[src/rtl/xbar_req_dispatcher_if.sv]
// rtl/xbar_req_dispatcher_if.sv - master request, slave issue and sequencer tag-FIFO signals of the dispatcher
interface xbar_req_dispatcher_if #(
  parameter int ADDR_WIDTH = 32,
  parameter int DATA_WIDTH = 32,
  parameter int TAG_WIDTH  = 2
);
  localparam int NSLAVES = 1 << TAG_WIDTH;

  logic                  m_req_i;
  logic                  m_we_i;
  logic [ADDR_WIDTH-1:0] m_addr_bi;
  logic [DATA_WIDTH-1:0] m_wdata_bi;
  logic                  m_ack_o;
  logic [NSLAVES-1:0]    s_req_o;
  logic [NSLAVES-1:0]    s_ack_i;
  logic                  s_we_o;
  logic [ADDR_WIDTH-1:0] s_addr_bo;
  logic [DATA_WIDTH-1:0] s_wdata_bo;
  logic                  tag_fifo_full_i;
  logic                  tag_fifo_wrreq_o;
  logic [TAG_WIDTH-1:0]  tag_fifo_wdata_o;
  logic                  rd_done_i;
  logic [3:0]            outstanding_o;

  // Dispatcher view
  modport slave (
    input  m_req_i, m_we_i, m_addr_bi, m_wdata_bi, s_ack_i, tag_fifo_full_i, rd_done_i,
    output m_ack_o, s_req_o, s_we_o, s_addr_bo, s_wdata_bo,
           tag_fifo_wrreq_o, tag_fifo_wdata_o, outstanding_o
  );

  // Environment view: requesting master, slaves and response sequencer
  modport master (
    output m_req_i, m_we_i, m_addr_bi, m_wdata_bi, s_ack_i, tag_fifo_full_i, rd_done_i,
    input  m_ack_o, s_req_o, s_we_o, s_addr_bo, s_wdata_bo,
           tag_fifo_wrreq_o, tag_fifo_wdata_o, outstanding_o
  );
endinterface

[src/rtl/xbar_req_dispatcher.sv]
// rtl/xbar_req_dispatcher.sv - crossbar master request stage: slave decode, req/ack issue, read tag push
module xbar_req_dispatcher #(
  parameter int ADDR_WIDTH      = 32,
  parameter int DATA_WIDTH      = 32,
  parameter int TAG_WIDTH       = 2,
  parameter int MAX_OUTSTANDING = 8
) (
  input  logic                clk_i,
  input  logic                rst_i,
  xbar_req_dispatcher_if.slave bus
);
  localparam int NSLAVES = 1 << TAG_WIDTH;

  typedef enum logic {IDLE, ISSUE} state_t;

  state_t                state_q;
  logic [TAG_WIDTH-1:0]  tag_q;
  logic [NSLAVES-1:0]    s_req_q;
  logic                  s_we_q;
  logic [ADDR_WIDTH-1:0] s_addr_q;
  logic [DATA_WIDTH-1:0] s_wdata_q;
  logic [3:0]            outstanding_q;

  logic [TAG_WIDTH-1:0]  tag_d;
  logic                  rd_room;
  logic                  accept;
  logic                  rd_accept;
  logic                  rd_dec;

  assign tag_d   = bus.m_addr_bi[ADDR_WIDTH-1 -: TAG_WIDTH];
  assign rd_room = !bus.tag_fifo_full_i && (outstanding_q < 4'(MAX_OUTSTANDING));
  // Gated by rst_i so nothing is acknowledged or pushed while reset is held
  assign accept    = rst_i && (state_q == IDLE) && bus.m_req_i && (bus.m_we_i || rd_room);
  assign rd_accept = accept && !bus.m_we_i;
  assign rd_dec    = bus.rd_done_i && (outstanding_q != 4'd0);

  assign bus.m_ack_o          = accept;
  assign bus.tag_fifo_wrreq_o = rd_accept;
  assign bus.tag_fifo_wdata_o = tag_d;
  assign bus.s_req_o          = s_req_q;
  assign bus.s_we_o           = s_we_q;
  assign bus.s_addr_bo        = s_addr_q;
  assign bus.s_wdata_bo       = s_wdata_q;
  assign bus.outstanding_o    = outstanding_q;

  always_ff @(posedge clk_i or negedge rst_i) begin
    if (!rst_i) begin
      state_q       <= IDLE;
      tag_q         <= '0;
      s_req_q       <= '0;
      s_we_q        <= 1'b0;
      s_addr_q      <= '0;
      s_wdata_q     <= '0;
      outstanding_q <= 4'd0;
    end else begin
      case (state_q)
        IDLE: begin
          if (accept) begin
            state_q   <= ISSUE;
            tag_q     <= tag_d;
            s_req_q   <= NSLAVES'(1) << tag_d;
            s_we_q    <= bus.m_we_i;
            s_addr_q  <= bus.m_addr_bi;
            s_wdata_q <= bus.m_wdata_bi;
          end
        end
        ISSUE: begin
          // Only the addressed slave can complete the issue
          if (bus.s_ack_i[tag_q]) begin
            state_q <= IDLE;
            s_req_q <= '0;
          end
        end
        default: state_q <= IDLE;
      endcase

      case ({rd_accept, rd_dec})
        2'b10:   outstanding_q <= outstanding_q + 4'd1;
        2'b01:   outstanding_q <= outstanding_q - 4'd1;
        default: outstanding_q <= outstanding_q;
      endcase
    end
  end
endmodule

[src/flat_wrapper.sv]
// flat-port wrapper written by rule: the top's interface ports become plain ports
module xbar_req_dispatcher_flat 
#(
  parameter int ADDR_WIDTH      = 32,
  parameter int DATA_WIDTH      = 32,
  parameter int TAG_WIDTH       = 2,
  parameter int MAX_OUTSTANDING = 8
)
  (clk_i, rst_i, bus_m_req_i, bus_m_we_i, bus_m_addr_bi, bus_m_wdata_bi, bus_s_ack_i, bus_tag_fifo_full_i, bus_rd_done_i, bus_m_ack_o, bus_s_req_o, bus_s_we_o, bus_s_addr_bo, bus_s_wdata_bo, bus_tag_fifo_wrreq_o, bus_tag_fifo_wdata_o, bus_outstanding_o);
  xbar_req_dispatcher_if #(.ADDR_WIDTH(ADDR_WIDTH), .DATA_WIDTH(DATA_WIDTH), .TAG_WIDTH(TAG_WIDTH)) bus_i ();
  input  logic clk_i;
  input  logic rst_i;
  input wire logic [$bits(bus_i.m_req_i)-1:0] bus_m_req_i;
  input wire logic [$bits(bus_i.m_we_i)-1:0] bus_m_we_i;
  input wire logic [$bits(bus_i.m_addr_bi)-1:0] bus_m_addr_bi;
  input wire logic [$bits(bus_i.m_wdata_bi)-1:0] bus_m_wdata_bi;
  input wire logic [$bits(bus_i.s_ack_i)-1:0] bus_s_ack_i;
  input wire logic [$bits(bus_i.tag_fifo_full_i)-1:0] bus_tag_fifo_full_i;
  input wire logic [$bits(bus_i.rd_done_i)-1:0] bus_rd_done_i;
  output wire logic [$bits(bus_i.m_ack_o)-1:0] bus_m_ack_o;
  output wire logic [$bits(bus_i.s_req_o)-1:0] bus_s_req_o;
  output wire logic [$bits(bus_i.s_we_o)-1:0] bus_s_we_o;
  output wire logic [$bits(bus_i.s_addr_bo)-1:0] bus_s_addr_bo;
  output wire logic [$bits(bus_i.s_wdata_bo)-1:0] bus_s_wdata_bo;
  output wire logic [$bits(bus_i.tag_fifo_wrreq_o)-1:0] bus_tag_fifo_wrreq_o;
  output wire logic [$bits(bus_i.tag_fifo_wdata_o)-1:0] bus_tag_fifo_wdata_o;
  output wire logic [$bits(bus_i.outstanding_o)-1:0] bus_outstanding_o;
  assign bus_i.m_req_i = bus_m_req_i;
  assign bus_i.m_we_i = bus_m_we_i;
  assign bus_i.m_addr_bi = bus_m_addr_bi;
  assign bus_i.m_wdata_bi = bus_m_wdata_bi;
  assign bus_i.s_ack_i = bus_s_ack_i;
  assign bus_i.tag_fifo_full_i = bus_tag_fifo_full_i;
  assign bus_i.rd_done_i = bus_rd_done_i;
  assign bus_m_ack_o = bus_i.m_ack_o;
  assign bus_s_req_o = bus_i.s_req_o;
  assign bus_s_we_o = bus_i.s_we_o;
  assign bus_s_addr_bo = bus_i.s_addr_bo;
  assign bus_s_wdata_bo = bus_i.s_wdata_bo;
  assign bus_tag_fifo_wrreq_o = bus_i.tag_fifo_wrreq_o;
  assign bus_tag_fifo_wdata_o = bus_i.tag_fifo_wdata_o;
  assign bus_outstanding_o = bus_i.outstanding_o;
  xbar_req_dispatcher #(.ADDR_WIDTH(ADDR_WIDTH), .DATA_WIDTH(DATA_WIDTH), .TAG_WIDTH(TAG_WIDTH), .MAX_OUTSTANDING(MAX_OUTSTANDING)) u_core (.clk_i(clk_i), .rst_i(rst_i), .bus(bus_i));
endmodule
[config.mk]
export PLATFORM = sky130hd
export DESIGN_NAME = xbar_req_dispatcher_flat
export DESIGN_NICKNAME = d
export VERILOG_FILES = /design/src/rtl/xbar_req_dispatcher_if.sv /design/src/rtl/xbar_req_dispatcher.sv /design/src/flat_wrapper.sv
export SDC_FILE = /design/constraint.sdc
export NUM_CORES = 1
export LEC_CHECK = 0
export CAP_MARGIN = 20
export CORE_ASPECT_RATIO = 1.4
export CORE_UTILIZATION = 42
export CTS_CLUSTER_SIZE = 28
export DETAILED_ROUTE_END_ITERATION = 7
export GPL_TIMING_DRIVEN = 0
export PLACE_DENSITY = 0.92
export SKIP_LAST_GASP = 1
export SYNTH_ARGS = -nofsm -noshare
export SYNTH_HDL_FRONTEND = slang
export SYNTH_SLANG_ARGS = --single-unit
[constraint.sdc]
create_clock -name clk_i -period 2.6 [get_ports clk_i]
set_input_delay 0.52 -clock clk_i [delete_from_list [all_inputs] [get_ports clk_i]]
set_output_delay 0.52 -clock clk_i [all_outputs]
set_load 0.005 [all_outputs]
==> results <==
through the flow:
step	total power [mW]	cell area [um^2]	util	setup TNS, ns	cells
CTS	5.254	5194	0.6743	0	466
floorplan	2.973	3333	-	0	198
global route	5.493	5196	0.6746	0	466
global placement	4.228	4960	0.6439	-277.04	448
detailed placement	4.315	4957	0.6436	-5.091	448
finish	5.189	5196	0.6746	0	466
cell families (layout without fill, tap and decap cells):
logic type | count (synthesis) | after routing | share of synthesized area
flops | 74 | 74 | 0.5556
mux | 68 | 68 | 0.2947
compound gates | 22 | 22 | 0.04805
buf+inv | 17 | 185 | 0.05668
simple gates | 11 | 11 | 0.02591
fa+ha+maj | 3 | 3 | 0.01126
xor+xnor | 3 | 3 | 0.007884
layout by cell type (no fill, tap or decap), types with 2 or more instances in the layout:
master,synthesis,routed
clkdlybuf4s50_1,0,146
dfrtp_1,74,74
mux2_4,59,59
clkbuf_8,0,11
o21ai_0,9,9
buf_12,6,7
inv_1,6,6
mux2_2,5,5
buf_4,2,5
mux2i_1,4,4
o32ai_1,4,4
clkinv_2,0,3
dlygate4sd2_1,0,3
xnor2_1,2,2
ha_1,3,2
state kept, by name, summed over array words and instances, names as in the netlist:
signal and cells:
u_core.state_q 1, u_core.bus.s_wdata_bo 32, u_core.bus.s_we_o 1, u_core.bus.s_req_o 4, u_core.bus.outstanding_o 4, u_core.bus.s_addr_bo 32
layer usage:
layer	wire [um]	track usage	share of wire	vias up
met5	0	0	0	-
met4	169	0.09973	0.023	0
met3	424	0.04068	0.057	15
met2	3795	0.3053	0.51	106
met1	3007	0.2239	0.41	1058
li1	-	-	-	1031
where the power goes:
part / switching [mW] / internal [mW] / total, mW
registers: 0.342 / 1.66 / 2.00
clock network: 0.404 / 0.490 / 0.895
logic: 0.617 / 1.68 / 2.29
worst reg2reg max path: stages, from the launching register on:
cell and delay (ns):
dfrtp_1 0.44, o21ba_4 0.22, or3_4 0.38, ha_2 0.36, or4b_2 0.63, a21o_1 0.17, o221ai_1 0.06
path summary, 6_finish.rpt:
kind | from | to | cells after the start | slack (ns)
setup / recovery | bus_tag_fifo_full_i | u_core.bus.outstanding_o[3] | 7 | 0.06
hold / removal | rst_i | u_core.bus.s_addr_bo[8] | 1 | 0.08
setup reg to reg | u_core.bus.outstanding_o[3] | u_core.bus.outstanding_o[3] | 6 | 0.24
hold reg to reg | u_core.bus.s_addr_bo[21] | u_core.bus.s_addr_bo[21] | 1 | 0.51
max in group asynchronous | rst_i | u_core.bus.outstanding_o[2] | 1 | 2.20
min in group clk_i | u_core.bus.s_addr_bo[21] | u_core.bus.s_addr_bo[21] | 1 | 0.51
cell type report:
| type | count | share of cell area |
|---|---|---|
| Clock buffer | 11 | 0.02914 |
| Sequential cell | 74 | 0.3564 |
| Multi-Input combinational cell | 107 | 0.2502 |
| Tap cell | 100 | 0.02408 |
| Inverter | 7 | 0.007464 |
| Timing Repair Buffer | 153 | 0.2945 |
| Buffer | 9 | 0.02817 |
| Clock inverter | 5 | 0.01011 |
repair_timing:
item	in CTS	in global routing
pin swaps	0	0
gates cloned	0	0
hold endpoints to repair	0	0
resized for setup	7	1
endpoints found under the setup margin	5	1
buffers inserted	3	0
==> key figures <==
Synthesis
  • Most instantiated cells after synthesis: dfrtp_1 (74), mux2_4 (59), o21ai_0 (9)
  • Cell area after synthesis: 3333 um^2
  • Portion of the post-synthesis area used by sequential elements: 0.5556
  • Syn Nets: 275
  • Number of flops mapped to enable cells by yosys: 0
  • Cell count after synthesis: 198
  • Share of flip-flops with an asynchronous set or reset: 1.000
  • Synth Register Bits: 74
  • Primary flip-flop cell chosen by synthesis mapping: dfrtp_1
  • Synth top area share: 0.5556
  • Mean instance size in the synthesized netlist: 16.83 um^2
  • Yosys warning count: 0
  • Netlist cell types: 35
  • Top cells by area in the synthesized netlist: dfrtp_1 (56%), mux2_4 (27%), buf_12 (3.6%), mux2_2 (1.7%), o21ai_0 (1.4%)
  • Most area-hungry cell type in the Yosys netlist: dfrtp_1
  • Dominant cell by count in the synthesized netlist: dfrtp_1

Die
  • Floorplan die area: 8301 um^2
  • Starting density of the core: 0.4327
  • Vertical die dimension: 107.4 um
  • Area of the placeable core: 7702 um^2
  • Horizontal extent of the die: 77.29 um
  • Top-level port count: 151
  • Row Count: 38

STA
  • Max-slew violation count: 0
  • Period utilization: 0.9754
  • Maximum clock frequency: 0.3943 GHz
  • Setup repair after global routing missed its margin: no
  • Count of final setup violators: 0
  • Relative slew margins: 0.7401
  • Fin crit period: 2.536 ns
  • Post-route setup slack: 0.06403 ns
  • Final hold viol count: 0
  • Skew final: 0.01260 ns
  • Min Hold Slack: 0.07580 ns
  • Transition time of the tightest slew-check pin: 0.3800 ns

Clocking
  • Clk_lat worst skew: 0.34 ns
  • CTS tree: done
  • Root Buffer: clkbuf_8
  • Worst-path clk slew: 0.08 ns
  • Number of buffers created by CTS: 9
  • Number of buffers inserted for hold repair after clock tree synthesis: 0
  • Max clock buf depth: 2
  • Clock sink count: 74
  • Deepest level of the CTS H-tree: 3

Critical path
  • Critical path data arrival time: 2.79 ns
  • Worst path top cell family by delay: simple AND/OR/NAND/NOR gates
  • Max stage delay cell, worst path: or4b_2
  • Critical-path maximum fanout: 8
  • CP Class: in -> reg
  • Data required time at the worst endpoint: 2.85 ns
  • Type of element capturing the critical path: register
  • Worst path max stage delay: 0.63 ns
  • Critical Path Source Type: input port
  • Crit path buffers/inverters: 1
  • CP Cell Sequence: clkdlybuf4s50_1 -> o21ba_4 -> or3_4 -> ha_2 -> or4b_2 -> a21o_1 -> o221ai_1

Finish
  • Share of layout cells above drive strength 1: 0.2705
  • Synth-to-layout area growth: 55.89%
  • Combined area of the multi-input logic cells: 1300 um^2
  • Filler instances: 578
  • Antenna cell count: 0
  • Seq. cell area: 1852 um^2
  • Net count of the finished layout: 438

Place
  • Detailed placer's ending HPWL: 5394 um
  • Quantity of I/O buffers inserted on ports: 150
  • Post-Place Worst Slack: -0.8159 ns
  • Weighted congestion at the end of routability-driven global placement: 0.7480

Routing
  • Count of routing violations after the opening detailed-route iteration: 70
  • Detailed-route wire length: 7396 um
  • Remaining antenna violation count after routing: 0
  • Post-detailed-route wirelength per cell: 15.87 um
  • Pre-antenna DRT Iters: 4
  • Drc violations: 0
  • Mean number of vias per cell: 4.742
  • Vias: 2,210

Power and ir drop
  • Worst IR Drop VDD: 0.0005697 V
  • Lkg Pwr: 2.254 nW
  • Power density over the cells: 998.7 nW/um^2

Flow run
  • Max cap viols: 0

Global routing
  • Vias in the first global route: 2,297
  • Antenna violations before repair: 0
  • Leftover overflow at the end of global routing: 0
  • Largest net degree at the start of global routing: 76
  • Overall Global Routing Usage: 0.1849
  • Global-route wire length before repair: 11,640 um

Hold path
  • Hold WC Path Type: in -> async

Status
  • Result of the run: complete, no violations
(Power assumes the default switching activity.)
